$ cat src/rtl/uart_pkg.sv
// Shared UART definitions: FSM state encoding and default frame/baud constants.
// Latency: n/a (types and constants only).
// Backpressure: n/a.
package uart_pkg;

   localparam int UART_DATA_LENGTH           = 8;
   localparam int TX_COUNTER_BITWIDTH        = 3;
   localparam int BAUD_COUNTS_PER_BIT        = 521;   // 10 MHz clock
   localparam int BAUD_RATE_COUNTER_BITWIDTH = 10;

   typedef enum logic [1:0] {
      ST_IDLE  = 2'd0,
      ST_START = 2'd1,
      ST_DATA  = 2'd2,
      ST_STOP  = 2'd3
   } uart_state_e;

endpackage

$ cat src/rtl/uart_baud_counter.sv
// Bit-period timer: counts 0..COUNTS-1 while enabled, flags the last cycle of each period.
// Latency: tc_o is combinational from the count register; the count wraps to 0 on tc_o.
// Backpressure: none; clr_i has priority over en_i and restarts the period.
module uart_baud_counter #(
   parameter int COUNTS = 521,
   parameter int WIDTH  = 10
) (
   input  logic clk_i,
   input  logic reset_ni,
   input  logic en_i,
   input  logic clr_i,
   output logic tc_o
);

   logic [WIDTH-1:0] cnt_q, cnt_d;

   // Terminal count: last cycle of the current bit period.
   assign tc_o = en_i && (cnt_q == WIDTH'(COUNTS - 1));

   // Next count: clear, wrap on terminal count, otherwise advance when enabled.
   always_comb begin
      cnt_d = cnt_q;
      if (clr_i) begin
         cnt_d = '0;
      end else if (en_i) begin
         cnt_d = tc_o ? '0 : cnt_q + 1'b1;
      end
   end

   // Count register.
   always_ff @(posedge clk_i or negedge reset_ni) begin
      if (!reset_ni) cnt_q <= '0;
      else           cnt_q <= cnt_d;
   end

endmodule

$ cat src/rtl/uart_tx.sv
// 8N1 serial transmitter: one byte per valid/ready handshake, LSB first, fixed baud.
// Latency: start bit appears one cycle after the handshake edge; frame is 10 bit periods.
// Backpressure: ready_o only in IDLE; valid_i outside IDLE is ignored and the byte is dropped.
module uart_tx #(
   parameter int UART_DATA_LENGTH           = uart_pkg::UART_DATA_LENGTH,
   parameter int TX_COUNTER_BITWIDTH        = uart_pkg::TX_COUNTER_BITWIDTH,
   parameter int BAUD_COUNTS_PER_BIT        = uart_pkg::BAUD_COUNTS_PER_BIT,
   parameter int BAUD_RATE_COUNTER_BITWIDTH = uart_pkg::BAUD_RATE_COUNTER_BITWIDTH
) (
   input  logic                        clk_i,
   input  logic                        reset_ni,
   input  logic [UART_DATA_LENGTH-1:0] data_i,
   input  logic                        valid_i,
   output logic                        ready_o,
   output logic                        tx_o,
   output logic                        busy_o,
   output logic                        done_strb_o
);

   import uart_pkg::*;

   // The baud counter must be able to reach BAUD_COUNTS_PER_BIT-1.
   if ((2 ** BAUD_RATE_COUNTER_BITWIDTH) < BAUD_COUNTS_PER_BIT) begin : g_baud_width_check
      $error("uart_tx: BAUD_RATE_COUNTER_BITWIDTH too small for BAUD_COUNTS_PER_BIT");
   end

   // The bit counter wraps naturally from the last data bit back to 0.
   if ((2 ** TX_COUNTER_BITWIDTH) != UART_DATA_LENGTH) begin : g_bit_width_check
      $error("uart_tx: 2**TX_COUNTER_BITWIDTH must equal UART_DATA_LENGTH");
   end

   uart_state_e                   state_q, state_d;
   logic [UART_DATA_LENGTH-1:0]   shift_q, shift_d;
   logic [TX_COUNTER_BITWIDTH-1:0] bit_q, bit_d;
   logic                          tx_q, tx_d;
   logic                          done_q, done_d;
   logic                          baud_en, baud_clr, baud_tc;

   assign baud_en = (state_q != ST_IDLE);

   uart_baud_counter #(
      .COUNTS (BAUD_COUNTS_PER_BIT),
      .WIDTH  (BAUD_RATE_COUNTER_BITWIDTH)
   ) u_baud (
      .clk_i    (clk_i),
      .reset_ni (reset_ni),
      .en_i     (baud_en),
      .clr_i    (baud_clr),
      .tc_o     (baud_tc)
   );

   // Next state, shift/bit counters, and the registered line level for the next cycle.
   always_comb begin
      state_d  = state_q;
      shift_d  = shift_q;
      bit_d    = bit_q;
      done_d   = 1'b0;
      baud_clr = 1'b0;
      tx_d     = 1'b1;
      case (state_q)
         ST_IDLE: begin
            if (valid_i) begin
               state_d  = ST_START;
               shift_d  = data_i;
               bit_d    = '0;
               baud_clr = 1'b1;
            end
         end
         ST_START: begin
            if (baud_tc) state_d = ST_DATA;
         end
         ST_DATA: begin
            if (baud_tc) begin
               shift_d = shift_q >> 1;
               bit_d   = bit_q + 1'b1;
               if (bit_q == TX_COUNTER_BITWIDTH'(UART_DATA_LENGTH - 1)) state_d = ST_STOP;
            end
         end
         ST_STOP: begin
            if (baud_tc) begin
               state_d = ST_IDLE;
               done_d  = 1'b1;
            end
         end
         default: state_d = ST_IDLE;
      endcase
      // Line level is derived from where the FSM will be, so tx_o is a plain flop.
      case (state_d)
         ST_START: tx_d = 1'b0;
         ST_DATA:  tx_d = shift_d[0];
         default:  tx_d = 1'b1;
      endcase
   end

   // State, datapath and output registers; reset forces the line idle-high at once.
   always_ff @(posedge clk_i or negedge reset_ni) begin
      if (!reset_ni) begin
         state_q <= ST_IDLE;
         shift_q <= '0;
         bit_q   <= '0;
         tx_q    <= 1'b1;
         done_q  <= 1'b0;
      end else begin
         state_q <= state_d;
         shift_q <= shift_d;
         bit_q   <= bit_d;
         tx_q    <= tx_d;
         done_q  <= done_d;
      end
   end

   assign ready_o     = (state_q == ST_IDLE);
   assign busy_o      = ~ready_o;
   assign tx_o        = tx_q;
   assign done_strb_o = done_q;

endmodule

$ cat config.mk
export PLATFORM = sky130hd
export DESIGN_NAME = uart_tx
export DESIGN_NICKNAME = d
export VERILOG_FILES = /design/src/rtl/uart_pkg.sv /design/src/rtl/uart_baud_counter.sv /design/src/rtl/uart_tx.sv
export SDC_FILE = /design/constraint.sdc
export NUM_CORES = 1
export LEC_CHECK = 0
export CAP_MARGIN = 20
export CORE_ASPECT_RATIO = 0.5
export CORE_MARGIN = 1.5
export CORE_UTILIZATION = 30
export DETAILED_ROUTE_END_ITERATION = 10
export GPL_ROUTABILITY_DRIVEN = 0
export PLACE_DENSITY_LB_ADDON = 0.05
export RECOVER_POWER = 100
export SKIP_CTS_REPAIR_TIMING = 1
export SYNTH_ARGS = -nofsm -noshare
export SYNTH_HDL_FRONTEND = slang
export SYNTH_SLANG_ARGS = --single-unit
$ cat constraint.sdc
create_clock -name clk_i -period 2.05 [get_ports clk_i]
set_clock_uncertainty 0.1 [all_clocks]
set_input_delay 0.3075 -clock clk_i [delete_from_list [all_inputs] [get_ports clk_i]]
set_output_delay 0.3075 -clock clk_i [all_outputs]
set_load 0.01 [all_outputs]
# After elaboration in Yosys (flattened, before gate mapping)
# Cells that the tools add are included.
[classes] add_sub_neg=2 eq_ne=9 n_mux=20 bitwise_logic=1 reduce_logical=6
[ops] op="$mux 10" n=3
[ops] op="$mux 8" n=2
[ops] op="$pmux 8 s2" n=1
[ops] op="$add 10x1->10 const B" n=1
[ops] op="$eq 10x10->1 const B" n=1
[ops] op="$mux 2" n=5
[ops] op="$pmux 2 s4" n=1
[ops] op="$eq 2x2->1 const B" n=3
[ops] op="$mux 3" n=2
[ops] op="$pmux 3 s2" n=1
[ops] op="$reduce_bool 2->1" n=3
[ops] op="$eq 2x1->1 const B" n=2
[ops] op="$mux 1" n=4
[ops] op="$add 3x1->3 const B" n=1
[ops] op="$eq 3x3->1 const B" n=1
[ops] op="$reduce_and 3->1" n=1
[ops] op="$logic_not 2->1" n=1
[ops] op="$ne 2x1->1 const B" n=1
[ops] op="$ne 2x2->1 const B" n=1
[ops] op="$pmux 1 s2" n=1
[ops] op="$logic_and 1x1->1" n=1
[ops] op="$not 1->1" n=1
[word_totals] register_bits=25

# Depth between registers and ports, before layout
[depth] ltp_word=6 ltp_mapped=8

# Modules after synthesis
# A second synthesis with hierarchy kept.
[hier_totals] cells_unflattened=132 area_unflattened_um2=1363.8
[modules_own_cells] module="uart_tx" instances=1 cells_per_inst=70 area_each_um2=760.7
[modules_own_cells] module="uart_baud_counter" instances=1 cells_per_inst=62 area_each_um2=603.1

# Worst setup path after synthesis
# No wires, ideal clock.
[synth_path] path_type="register -> register" start="register u_baud.cnt_q[4]" end="register shift_q[0]" setup_ps=126 arrival_ps=1832 path_slack_ps=-8 path_stages_with_launch=7 cell_sequence="dfrtp_1 -> or3_1 -> buf_2 -> or3_1 -> buf_6 -> a22o_1 -> a221o_1"
[synth_via] elab_chain_len=4
[synth_lines] item="start, declared" line_no="uart_baud_counter.sv:15" source="logic [WIDTH-1:0] cnt_q, cnt_d;"
[synth_lines] item="start signal, assigned" line_no="uart_baud_counter.sv:33" source="else cnt_q <= cnt_d;"
[synth_lines] item="$eq 10x10->1" line_no="uart_baud_counter.sv:18" source="assign tc_o = en_i && (cnt_q == WIDTH'(COUNTS - 1));"
[synth_lines] item="$logic_and 1x1->1" line_no="uart_baud_counter.sv:18"
[synth_lines] item="$mux 8" line_no="uart_tx.sv:73" source="if (baud_tc) begin"
[synth_lines] item="$pmux 8 s2" line_no="uart_tx.sv:60" source="case (state_q)"
[synth_lines] item="named net shift_d[0]" line_no="uart_tx.sv:33" source="logic [UART_DATA_LENGTH-1:0] shift_q, shift_d;"
[synth_lines] item="end signal, assigned" line_no="uart_tx.sv:105" source="shift_q <= shift_d;"
[synth_lines] item="end, declared" line_no="uart_tx.sv:33"
# The timed path passes the listed nets, and every way through them passes these cells. The select of a mux whose other input is x is not followed.
# A chain may end at the register's enable or synchronous reset.

# Worst setup path in the final report
[layout_path] start="register state_q[1]" end="output port busy_o"
[layout_via] elab_chain_len=2
[layout_lines] item="start, declared" line_no="uart_tx.sv:32" source="uart_state_e state_q, state_d;"
[layout_lines] item="start signal, assigned" line_no="uart_tx.sv:104" source="state_q <= state_d;"
[layout_lines] item="$logic_not 2->1" line_no="uart_tx.sv:112" source="assign ready_o = (state_q == ST_IDLE);"
[layout_lines] item="$not 1->1" line_no="uart_tx.sv:113" source="assign busy_o = ~ready_o;"
[layout_lines] item="end, declared" line_no="uart_tx.sv:16" source="output logic busy_o,"
# Every way passes these cells.

==> reports/qor.yml <==
vias_per_cell: 5.23
critical_path_cell_by_cell: "or2_4, dlygate4sd3_1"
crit_type: "reg2out"
synth.avg_cell_area_um2: 9.61
power.density_nw_per_um2: 1110
hold_ws_ns: 0.414
design.core.area_um2: 4360
critical-path-slowest-cell: "sky130_fd_sc_hd__dlygate4sd3_1"
worst-path-stages: 2
areaGrowthSynthToFinish_pct: 32.2
post_synth_most_frequent_cells: "24 x sky130_fd_sc_hd__dfrtp_1, 15 x sky130_fd_sc_hd__nand2_1, 11 x sky130_fd_sc_hd__o21ai_0"
synth_top_area_cells: "sky130_fd_sc_hd__dfrtp_1 44%, sky130_fd_sc_hd__a221o_1 5.2%, sky130_fd_sc_hd__nand2_1 4.2%, sky130_fd_sc_hd__o21ai_0 4.1%, sky130_fd_sc_hd__ha_1 3.7%"
critical_path.reg2reg.startpoint: "u_baud.cnt_q[5]"
detail-route-antenna-nets: 0
power_leakage_nw: 0.811
cp-startpoint: "state_q[1]"
max_freq_mhz: 504
ys_async_sr_fraction_pct: 100
p_comb_share_pct: 44.6
total_switching_power_mw: 0.713
worst-endpoint-required_ns: 1.64
synth-edff-count: 0
yosysUniqueCellTypes: 42
final_area_um2: 1790
syn_nets: 156
multiInputGateArea_um2: 694
floorplan.initialDensity_pct: 31.1
cpPeakStageDelay_ns: 0.62
setup.worst_path.start_class: "register"
place_worst_setup_slack_ns: -0.0115
p_clk_share_pct: 15.0
netlist_instances: 141
final_net_count: 192
setup_slack_ns: 0.0670
setup_total_negative_slack_ns: 0
synth_most_common_cell: "sky130_fd_sc_hd__dfrtp_1"
place.detailed.hpwl_mm: 2.46
grt_pass1_vias: 1129
finalMaxSlewViolations: 0
clock_tree.htree_level_count: 1
route.vias.total: 1218
grt_antenna_before_repair: 0
setup.worst_path.end_class: "output port"
timing.critical_path.max_delay_family: "buffers and inverters"
tritoncts.num_buffers: 3
critPathCapture: "busy_o"
max_slew_margin_pct: 55.6
netlist_area_um2: 1360
final.min_clock_period_ns: 1.98
gr-total-overflow: 0
report.final.setup_viol: 0
ys_dominant_reg_cell: "sky130_fd_sc_hd__dfrtp_1"
grtUsageTotal_pct: 14.9
finish.utilization_pct: 41.1
initialDrtViolationCount: 68
worstHoldPathType: "reg2reg"
layout-drive-gt1-share_pct: 21.0
power.internal_mw: 1.28
num_antenna_cells: 0
master_cell_of_the_clock_root_buffer: "sky130_fd_sc_hd__clkbuf_8"
tritoncts: "built"
synth_top_area_cell: "sky130_fd_sc_hd__dfrtp_1"
reg2regPathDepth: 5
clkSlewWorstSetupHoldPaths_ns: 0.09
remaining_drc_errors: 0
detail_route.wl_per_cell_um: 14.7
cts.sink_count: 25
drt_wl_total_mm: 3.42
detailedRoute.firstPassIterationCount: 4
setup_repair_after_global_routing_missed_its_margin: "no"
filler_cell_count: 440
die_h_um: 50.5
ir_worst_vdd_v: 0.000335
worstPathMaxFanout: 7
arrival_ns: 1.58
post_dp_cell_area_um2: 1700
synth.yosys.warnings: 0
grt_start_max_net_pins: 26
maxCapViolCount: 0
grt_first_pass_wirelength_mm: 5.76
worst_skew_pair.late_latency_ns: 0.27
critical_path.reg2reg.endpoint: "shift_q[5]"
synth-seq-cells: 25
clk_path_buf_depth: 2
die_width_um: 98.0
pin_count: 15
worstMarginPinSlew_ns: 0.665
placement_rows: 17
synthDominantCellAreaShare_pct: 44.3
power.sequential.fraction_pct: 40.5
r2r_slack_ns: 0.08
layout_worst_path_cycle_share_pct: 96.7
run_status: "completed"
synth_seq_area_share_pct: 46.3
critical_path_buf_inv_count: 1
report.final.hold_viol_count: 0
dieArea_um2: 4950
area.sequential_um2: 627
netSwitchingFraction_pct: 35.8
place.port_buffers: 14
[metal layers]
layer	up-vias	part of all wire, %	track usage, %	routed length (um)
li1	596	-	-	-
met1	593	55	22.2	1880
met5	-	0	0	0
met4	0	0.29	2.14	10
met2	27	40	21.5	1370
met3	2	4.7	4.60	162
[how the worst min path moves through the flow]
stage | startpoint | end | cells past startpoint
2_1_floorplan | reset_ni | bit_q[0] | 0
3_3_place_gp | shift_q[7] | shift_q[6] | 1
3_5_place_dp | shift_q[7] | shift_q[6] | 1
4_1_cts | reset_ni | shift_q[0] | 2
5_1_grt | shift_q[7] | shift_q[6] | 1
6_report | shift_q[7] | shift_q[6] | 1
[flip-flops by register name, summed over array words and instances, names as in the netlist]
name and cells:
bit_q 3, done_strb_o 1, shift_q 8, u_baud.cnt_q 10, tx_o 1, state_q 2
[layout by cell type, fill, tap and decap left out, types with 4 or more instances in the layout]
master,synthesis,routed
sky130_fd_sc_hd__dlygate4sd3_1,0,4
sky130_fd_sc_hd__buf_4,0,22
sky130_fd_sc_hd__and3_1,7,7
sky130_fd_sc_hd__dfrtp_1,24,24
sky130_fd_sc_hd__o21ai_0,11,11
sky130_fd_sc_hd__a221o_1,7,7
sky130_fd_sc_hd__inv_1,7,7
sky130_fd_sc_hd__clkdlybuf4s50_1,0,9
sky130_fd_sc_hd__nand3_1,10,10
sky130_fd_sc_hd__nand2_1,15,15
sky130_fd_sc_hd__ha_1,4,4
[cells by family (layout without fill, tap and decap cells)]
| logic type | Yosys count | count (layout) | synth area share, % |
|---|---|---|---|
| xor+xnor | 2 | 2 | 1.29 |
| simple gates | 57 | 57 | 23.5 |
| fa+ha+maj | 4 | 4 | 3.69 |
| compound gates | 37 | 37 | 19.6 |
| mux | 1 | 1 | 0.739 |
| buf+inv | 15 | 50 | 4.89 |
| flops | 25 | 25 | 46.3 |
[metrics by stage]
step / std cells / power (mW)
2_1_floorplan: 141 / 1.27
3_3_place_gp: 227 / 1.65
3_5_place_dp: 227 / 1.64
4_1_cts: 231 / 1.95
5_1_grt: 233 / 2.15
6_report: 233 / 1.99
[power by group through the flow]
stage | Clock (mW) | Combinational [mW] | Sequential (mW)
floorplan | 0 | 0.442 | 0.825
global placement | 0 | 0.827 | 0.825
detailed placement | 0 | 0.826 | 0.816
CTS | 0.313 | 0.831 | 0.805
global route | 0.330 | 0.988 | 0.834
finish | 0.298 | 0.887 | 0.806
[layout make-up]
cell class	instances	share of cell area [%]
multi-input cells	101	38.8
flip-flops and latches	25	35.0
repair buffers	39	18.2
well taps	57	3.98
clock buffers	3	2.30
inverters	7	1.47
clock inverters	1	0.279
No activity file was read; power rests on OpenSTA's default activity.
